**config.mk**
```make
export PLATFORM = sky130hd
export DESIGN_NAME = lane_arbiter_rr_flat
export DESIGN_NICKNAME = d
export VERILOG_FILES = /design/src/rtl/lane_arbiter_rr_if.sv /design/src/rtl/lane_arbiter_rr.sv /design/src/flat_wrapper.sv
export SDC_FILE = /design/constraint.sdc
export NUM_CORES = 1
export LEC_CHECK = 0
export ABC_AREA = 0
export CORE_UTILIZATION = 45
export DETAILED_ROUTE_END_ITERATION = 10
export PLACE_DENSITY = 0.86
export SLEW_MARGIN = 15
export SYNTH_ARGS = -nofsm -noshare
export SYNTH_HDL_FRONTEND = slang
export SYNTH_SLANG_ARGS = --single-unit
export TNS_END_PERCENT = 5
```
**constraint.sdc**
```tcl
create_clock -name clk_f -period 5.4 [get_ports clk_f]
set_input_delay 0.81 -clock clk_f [delete_from_list [all_inputs] [get_ports clk_f]]
set_output_delay 0.81 -clock clk_f [all_outputs]
set_load 0.05 [all_outputs]
```
**src/rtl/lane_arbiter_rr_if.sv**
```systemverilog
// Handshake bundle for the four-lane round-robin arbiter: lane payload/valid/ready
// plus the merged, registered output word.
interface lane_arbiter_rr_if;
    localparam int unsigned DATA_W  = 8;
    localparam int unsigned GRANT_W = 2;

    logic [DATA_W-1:0]  data_0;
    logic [DATA_W-1:0]  data_1;
    logic [DATA_W-1:0]  data_2;
    logic [DATA_W-1:0]  data_3;
    logic               valid_0;
    logic               valid_1;
    logic               valid_2;
    logic               valid_3;
    logic               ready_0;
    logic               ready_1;
    logic               ready_2;
    logic               ready_3;
    logic               out_ready;
    logic [DATA_W-1:0]  data_out;
    logic               valid_out;
    logic [GRANT_W-1:0] grant;

    // Producer/consumer side: drives lanes and out_ready, observes the arbiter.
    modport master (
        output data_0, data_1, data_2, data_3,
        output valid_0, valid_1, valid_2, valid_3,
        output out_ready,
        input  ready_0, ready_1, ready_2, ready_3,
        input  data_out, valid_out, grant
    );

    // Arbiter side.
    modport slave (
        input  data_0, data_1, data_2, data_3,
        input  valid_0, valid_1, valid_2, valid_3,
        input  out_ready,
        output ready_0, ready_1, ready_2, ready_3,
        output data_out, valid_out, grant
    );
endinterface

```
**src/rtl/lane_arbiter_rr.sv**
```systemverilog
// Four-lane round-robin arbiter merging lane words into one registered output slot,
// gated by a RESET -> INIT -> IDLE <-> ACTIVE control FSM.
module lane_arbiter_rr #(
    parameter int unsigned INIT_CYCLES = 4
) (
    input  logic              clk_f,
    input  logic              reset,
    lane_arbiter_rr_if.slave  bus,
    output logic              idle_out,
    output logic [1:0]        state
);
    localparam int unsigned DATA_W  = 8;
    localparam int unsigned LANES   = 4;
    localparam int unsigned PTR_W   = 2;
    localparam int unsigned CNT_W   = 4;

    typedef enum logic [1:0] {
        ST_RESET  = 2'b00,
        ST_INIT   = 2'b01,
        ST_IDLE   = 2'b10,
        ST_ACTIVE = 2'b11
    } state_e;

    state_e              state_q;
    logic [PTR_W-1:0]    ptr_q;
    logic [CNT_W-1:0]    init_cnt_q;
    logic [DATA_W-1:0]   data_out_q;
    logic                valid_out_q;
    logic [PTR_W-1:0]    grant_q;
    logic                idle_q;

    logic [LANES-1:0]    valid_vec;
    logic                any_valid;
    logic [PTR_W-1:0]    winner;
    logic [DATA_W-1:0]   winner_data;
    logic                out_free;
    logic                xfer;
    logic [LANES-1:0]    ready_vec;

    assign valid_vec = {bus.valid_3, bus.valid_2, bus.valid_1, bus.valid_0};
    assign any_valid = |valid_vec;

    // Output slot can take a word when empty or being drained this edge.
    assign out_free  = !valid_out_q || bus.out_ready;

    // First valid lane at or after the round-robin pointer.
    always_comb begin
        logic             found;
        logic [PTR_W-1:0] idx;
        winner = ptr_q;
        found  = 1'b0;
        idx    = '0;
        for (int unsigned k = 0; k < LANES; k++) begin
            idx = ptr_q + PTR_W'(k);
            if (!found && valid_vec[idx]) begin
                winner = idx;
                found  = 1'b1;
            end
        end
    end

    always_comb begin
        winner_data = bus.data_0;
        case (winner)
            2'd0:    winner_data = bus.data_0;
            2'd1:    winner_data = bus.data_1;
            2'd2:    winner_data = bus.data_2;
            default: winner_data = bus.data_3;
        endcase
    end

    // Reset term forces ready low combinationally, independent of the state register.
    assign xfer      = !reset && (state_q == ST_ACTIVE) && any_valid && out_free;
    assign ready_vec = xfer ? (LANES'(1) << winner) : '0;

    assign bus.ready_0 = ready_vec[0];
    assign bus.ready_1 = ready_vec[1];
    assign bus.ready_2 = ready_vec[2];
    assign bus.ready_3 = ready_vec[3];

    // Control FSM with registered idle flag and INIT dwell counter.
    always_ff @(posedge clk_f or posedge reset) begin
        if (reset) begin
            state_q    <= ST_RESET;
            init_cnt_q <= '0;
            idle_q     <= 1'b0;
        end else begin
            case (state_q)
                ST_RESET: begin
                    state_q    <= ST_INIT;
                    init_cnt_q <= '0;
                    idle_q     <= 1'b0;
                end
                ST_INIT: begin
                    if (init_cnt_q == CNT_W'(INIT_CYCLES - 1)) begin
                        state_q    <= ST_IDLE;
                        init_cnt_q <= '0;
                        idle_q     <= 1'b1;
                    end else begin
                        init_cnt_q <= init_cnt_q + CNT_W'(1);
                    end
                end
                ST_IDLE: begin
                    if (any_valid) begin
                        state_q <= ST_ACTIVE;
                        idle_q  <= 1'b0;
                    end
                end
                default: begin
                    if (!any_valid && out_free) begin
                        state_q <= ST_IDLE;
                        idle_q  <= 1'b1;
                    end
                end
            endcase
        end
    end

    // Output slot and round-robin pointer; pointer only advances on a transfer.
    always_ff @(posedge clk_f or posedge reset) begin
        if (reset) begin
            ptr_q       <= '0;
            data_out_q  <= '0;
            valid_out_q <= 1'b0;
            grant_q     <= '0;
        end else if (xfer) begin
            ptr_q       <= winner + PTR_W'(1);
            data_out_q  <= winner_data;
            valid_out_q <= 1'b1;
            grant_q     <= winner;
        end else if (bus.out_ready) begin
            valid_out_q <= 1'b0;
        end
    end

    assign bus.data_out  = data_out_q;
    assign bus.valid_out = valid_out_q;
    assign bus.grant     = grant_q;
    assign idle_out      = idle_q;
    assign state         = state_q;

    a_ready_onehot0: assert property (@(posedge clk_f) disable iff (reset) $onehot0(ready_vec));

endmodule

```
**src/flat_wrapper.sv**
```systemverilog
// flat-port wrapper written by rule: the top's interface ports become plain ports
module lane_arbiter_rr_flat 
#(
    parameter int unsigned INIT_CYCLES = 4
)
  (clk_f, reset, idle_out, state, bus_data_0, bus_data_1, bus_data_2, bus_data_3, bus_valid_0, bus_valid_1, bus_valid_2, bus_valid_3, bus_out_ready, bus_ready_0, bus_ready_1, bus_ready_2, bus_ready_3, bus_data_out, bus_valid_out, bus_grant);
  lane_arbiter_rr_if bus_i ();
  input  logic clk_f;
  input  logic reset;
  output logic idle_out;
  output logic [1:0] state;
  input wire logic [$bits(bus_i.data_0)-1:0] bus_data_0;
  input wire logic [$bits(bus_i.data_1)-1:0] bus_data_1;
  input wire logic [$bits(bus_i.data_2)-1:0] bus_data_2;
  input wire logic [$bits(bus_i.data_3)-1:0] bus_data_3;
  input wire logic [$bits(bus_i.valid_0)-1:0] bus_valid_0;
  input wire logic [$bits(bus_i.valid_1)-1:0] bus_valid_1;
  input wire logic [$bits(bus_i.valid_2)-1:0] bus_valid_2;
  input wire logic [$bits(bus_i.valid_3)-1:0] bus_valid_3;
  input wire logic [$bits(bus_i.out_ready)-1:0] bus_out_ready;
  output wire logic [$bits(bus_i.ready_0)-1:0] bus_ready_0;
  output wire logic [$bits(bus_i.ready_1)-1:0] bus_ready_1;
  output wire logic [$bits(bus_i.ready_2)-1:0] bus_ready_2;
  output wire logic [$bits(bus_i.ready_3)-1:0] bus_ready_3;
  output wire logic [$bits(bus_i.data_out)-1:0] bus_data_out;
  output wire logic [$bits(bus_i.valid_out)-1:0] bus_valid_out;
  output wire logic [$bits(bus_i.grant)-1:0] bus_grant;
  assign bus_i.data_0 = bus_data_0;
  assign bus_i.data_1 = bus_data_1;
  assign bus_i.data_2 = bus_data_2;
  assign bus_i.data_3 = bus_data_3;
  assign bus_i.valid_0 = bus_valid_0;
  assign bus_i.valid_1 = bus_valid_1;
  assign bus_i.valid_2 = bus_valid_2;
  assign bus_i.valid_3 = bus_valid_3;
  assign bus_i.out_ready = bus_out_ready;
  assign bus_ready_0 = bus_i.ready_0;
  assign bus_ready_1 = bus_i.ready_1;
  assign bus_ready_2 = bus_i.ready_2;
  assign bus_ready_3 = bus_i.ready_3;
  assign bus_data_out = bus_i.data_out;
  assign bus_valid_out = bus_i.valid_out;
  assign bus_grant = bus_i.grant;
  lane_arbiter_rr #(.INIT_CYCLES(INIT_CYCLES)) u_core (.clk_f(clk_f), .reset(reset), .bus(bus_i), .idle_out(idle_out), .state(state));
endmodule
```
==> flow_summary.toml <==
[status]
status = "finished, final reports clean"

[grt]
global_route.overflow_total = 0
gr-usage-all-layers_pct = 21.9
grt_pass1_vias = 1077
global_route_wire_length_before_repair_um = 4600
grt_antenna_before_repair = 0
pin_count_of_the_biggest_net_entering_global_routing = 21

[critical_path]
worst-endpoint-required_ps = 4590
r2r_slack_ps = 2910
timing_worst_setup_path_type = "primary input to primary output"
worstSetupEndpointType = "primary output"
timing.rr.start = "u_core.ptr_q[1]$_DFFE_PP0P_"
crit_arrival_ps = 3490
worst_setup_path_start_kind = "primary input"
crit_start = "bus_valid_3"
setup.worst_path.end = "bus_ready_2"
crit-reg2reg-capture = "u_core.bus.data_out[3]$_DFFE_PP0P_"
reg2reg_depth = 8
critical_path_peak_fanout = 9

[synth]
yosysMostFrequentCell = "sky130_fd_sc_hd__dfrtp_1"
yosysSeqAreaShare_pct = 39.4
synth_area_per_cell_um2 = 10.1
synth.top_cell.area_share_pct = 39.4
area_contributors_post_synth = "sky130_fd_sc_hd__dfrtp_1 (39%), sky130_fd_sc_hd__ha_1 (11%), sky130_fd_sc_hd__mux2_2 (7.1%), sky130_fd_sc_hd__o21ai_0 (6.7%), sky130_fd_sc_hd__a222oi_1 (6.3%)"
synth.ff_latch_count = 20
post-synth-top-area-cell = "sky130_fd_sc_hd__dfrtp_1"
synth_edf_count = 0
yosys-top-cells-count = "sky130_fd_sc_hd__dfrtp_1 (20), sky130_fd_sc_hd__o21ai_0 (17), sky130_fd_sc_hd__nand2_1 (13)"
async_reset_ff_share_pct = 100
synth.yosys.warnings = 0
netlist_instances = 126
postSynth.topFlopCell = "sky130_fd_sc_hd__dfrtp_1"
synthesis.area_mm2 = 0.00127
postSynthNetCount = 176
synthDistinctLibCells = 27

[routing]
drt-pass1-iter-count = 4
drt-vias-per-instance = 5.72
route.detailed.wl_per_inst_um = 15.3
postRouteAntennaNets = 0
drcViolationCount = 0
number_of_vias_in_the_routed_layout = 1206
wl_met2_um = 1600
top_layer = "met4"
wirelength_um = 3220
detail_route.iter0.violations = 61
wl_met1_um = 1330
route.met3.wl_um = 240

[sta]
count_of_endpoints_failing_setup_in_the_final_report = 0
timing.setup.tns_ps = 0
unrepaired_setup_endpoints_after_global_routing = "no"
setup_ws_ps = 1100
timing.clock.skew_ps = 9.31
maxClockFrequency_mhz = 232
layout_worst_path_cycle_share_pct = 79.7
final-max-slew-violation-count = 0
finalCriticalPeriod_ps = 4300
worst_slew_pin_slew_ps = 734
timing.final.hold_violations = 0
slew_hr_pct = 51.0

[floorplanning]
die_w_um = 55.1
initial_core_util_pct = 49.4
placeable_core_region_mm2 = 0.00257
io_pins = 57
die_h_um = 55.1
row_count = 18
floorplan.die_area_mm2 = 0.00304

[pwr]
power.share.switching_pct = 45.9
seq_power_share_pct = 25.6
power_frac_comb_pct = 60.9
vdd.ir_drop.worst_uv = 446
internal_power_w = 0.000507
p_leak_nw = 0.822
power_switching_w = 0.000430
power.density_cell_area_mw_per_mm2 = 495
part_of_the_power_in_the_clock_network_pct = 13.4

[placed_design]
place.detailed.instances = 207
globalplace.congestion = 0.848
dp.final_hpwl_um = 2480
pre_cts_slack_ps = 1110
io_buffer_count = 56

[cts]
tritoncts = "built"
clk-insertion-delay-late_ps = 310
cts.path.max_buffers = 2
clk_pin_slew_worst_paths_ps = 130
number_of_buffers_created_by_cts = 3
ctsHoldBuffers = 0
cts_root_buffer = "sky130_fd_sc_hd__clkbuf_4"
ctsResizeCount = 0
cts.sink_count = 20
h-tree-depth = 1
post-cts-setup-buffer-count = 0

[worst_hold_path]
worstHoldPathType = "register to register"

[cells_and_area]
post_route_cells_drive_above_1_share_pct = 9.94
multiInputGateArea_um2 = 709
nNetsFinal = 232
final_cells = 211
area.sequential_um2 = 500
synthToLayoutAreaGrowth_pct = 49.3
diodes = 0
nFillCells = 201

[job]
drv.max_cap_violation_count = 0
[layout by cell type, fill, tap and decap left out]
cell / instances
sky130_fd_sc_hd__clkdlybuf4s50_1: 56
sky130_fd_sc_hd__dfrtp_1: 20
sky130_fd_sc_hd__o21ai_0: 17
sky130_fd_sc_hd__nand2_1: 13
sky130_fd_sc_hd__ha_1: 11
sky130_fd_sc_hd__a222oi_1: 8
sky130_fd_sc_hd__mux2_2: 8
sky130_fd_sc_hd__inv_1: 7
sky130_fd_sc_hd__a21oi_1: 6
sky130_fd_sc_hd__nor2_1: 4
sky130_fd_sc_hd__and2_1: 4
sky130_fd_sc_hd__nor2b_1: 3
sky130_fd_sc_hd__nand2b_1: 3
sky130_fd_sc_hd__clkbuf_4: 3
sky130_fd_sc_hd__mux2_4: 2
sky130_fd_sc_hd__mux2i_1: 2
sky130_fd_sc_hd__a21o_1: 2
sky130_fd_sc_hd__o221a_2: 1
sky130_fd_sc_hd__nor4_4: 1
sky130_fd_sc_hd__nor3b_2: 1
sky130_fd_sc_hd__nand4_1: 1
sky130_fd_sc_hd__nand3_1: 1
sky130_fd_sc_hd__a211oi_1: 1
sky130_fd_sc_hd__nand3b_1: 1
sky130_fd_sc_hd__nor4b_1: 1
sky130_fd_sc_hd__or3_1: 1
sky130_fd_sc_hd__a22o_1: 1
sky130_fd_sc_hd__bufinv_16: 1
sky130_fd_sc_hd__buf_4: 1
[state kept, by name, indices dropped and copies added, names as in the netlist]
register              cells
u_core.bus.data_out       8
u_core.bus.grant          2
u_core.bus.valid_out      1
u_core.idle_out           1
u_core.init_cnt_q         4
u_core.ptr_q              2
u_core.state              2
[stage by stage]
stage	hold slack [ps]	power [W]	area (um2)	utilization (%)
CTS	514	0.000939	1890	73.8
floorplan	467	0.000632	1270	-
finish	506	0.000937	1890	73.8
global route	542	0.000987	1890	73.8
global placement	464	0.000796	1840	71.7
detailed placement	489	0.000815	1840	71.7
[metal layers]
| layer | global-route usage, % | vias up |
|---|---|---|
| met5 | 0 | - |
| met4 | 7.92 | 0 |
| met3 | 3.01 | 4 |
| met2 | 39.8 | 57 |
| met1 | 26.1 | 571 |
| li1 | - | 574 |
[cell type report]
cell class                      count  share of cell area [%]
Clock buffer                        3                    1.19
Clock inverter                      1                    1.59
Inverter                            7                    1.39
Multi-Input combinational cell     93                    37.5
Sequential cell                    20                    26.4
Tap cell                           30                    1.98
Timing Repair Buffer               57                    30.0
[cell families (layout without fill, tap and decap cells)]
family / Yosys count / after routing / share of synthesized area (%)
flip-flops: 20 / 20 / 39.4
AND/OR/NAND/NOR: 34 / 34 / 14.9
AO/OA/AOI/OAI: 36 / 36 / 18.7
adder cells (fa/ha/maj): 11 / 11 / 10.8
multiplexers: 12 / 12 / 11.0
buffers and inverters: 13 / 68 / 5.03
[worst min-delay path by stage]
stage | startpoint | endpoint | slack, ps | cells after the start
after CTS | u_core.init_cnt_q[3]$_DFFE_PP0P_ | u_core.init_cnt_q[3]$_DFFE_PP0P_ | 510 | 1
final | u_core.idle_out$_DFFE_PP0P_ | u_core.idle_out$_DFFE_PP0P_ | 510 | 1
after floorplan | u_core.init_cnt_q[3]$_DFFE_PP0P_ | u_core.init_cnt_q[3]$_DFFE_PP0P_ | 470 | 1
after global routing | u_core.bus.grant[0]$_DFFE_PP0P_ | u_core.bus.grant[0]$_DFFE_PP0P_ | 540 | 1
after global placement | u_core.idle_out$_DFFE_PP0P_ | u_core.idle_out$_DFFE_PP0P_ | 460 | 1
after detailed placement | u_core.idle_out$_DFFE_PP0P_ | u_core.idle_out$_DFFE_PP0P_ | 490 | 1
[power groups by stage]
stage	registers, W	clock network, W	logic [W]
after detailed placement	0.000244	0	0.000571
after CTS	0.000240	0.000125	0.000574
after global routing	0.000246	0.000133	0.000608
after floorplan	0.000396	0	0.000236
final	0.000240	0.000126	0.000571
after global placement	0.000239	0	0.000557
[critical path, cell delays in order]
cell and delay (ps):
sky130_fd_sc_hd__clkdlybuf4s50_1 620, sky130_fd_sc_hd__or3_1 150, sky130_fd_sc_hd__o21ai_0 70, sky130_fd_sc_hd__o21ai_0 450
sky130_fd_sc_hd__ha_1 430, sky130_fd_sc_hd__and2_1 170, sky130_fd_sc_hd__clkdlybuf4s50_1 790
No activity file was read; power rests on OpenSTA's default activity.
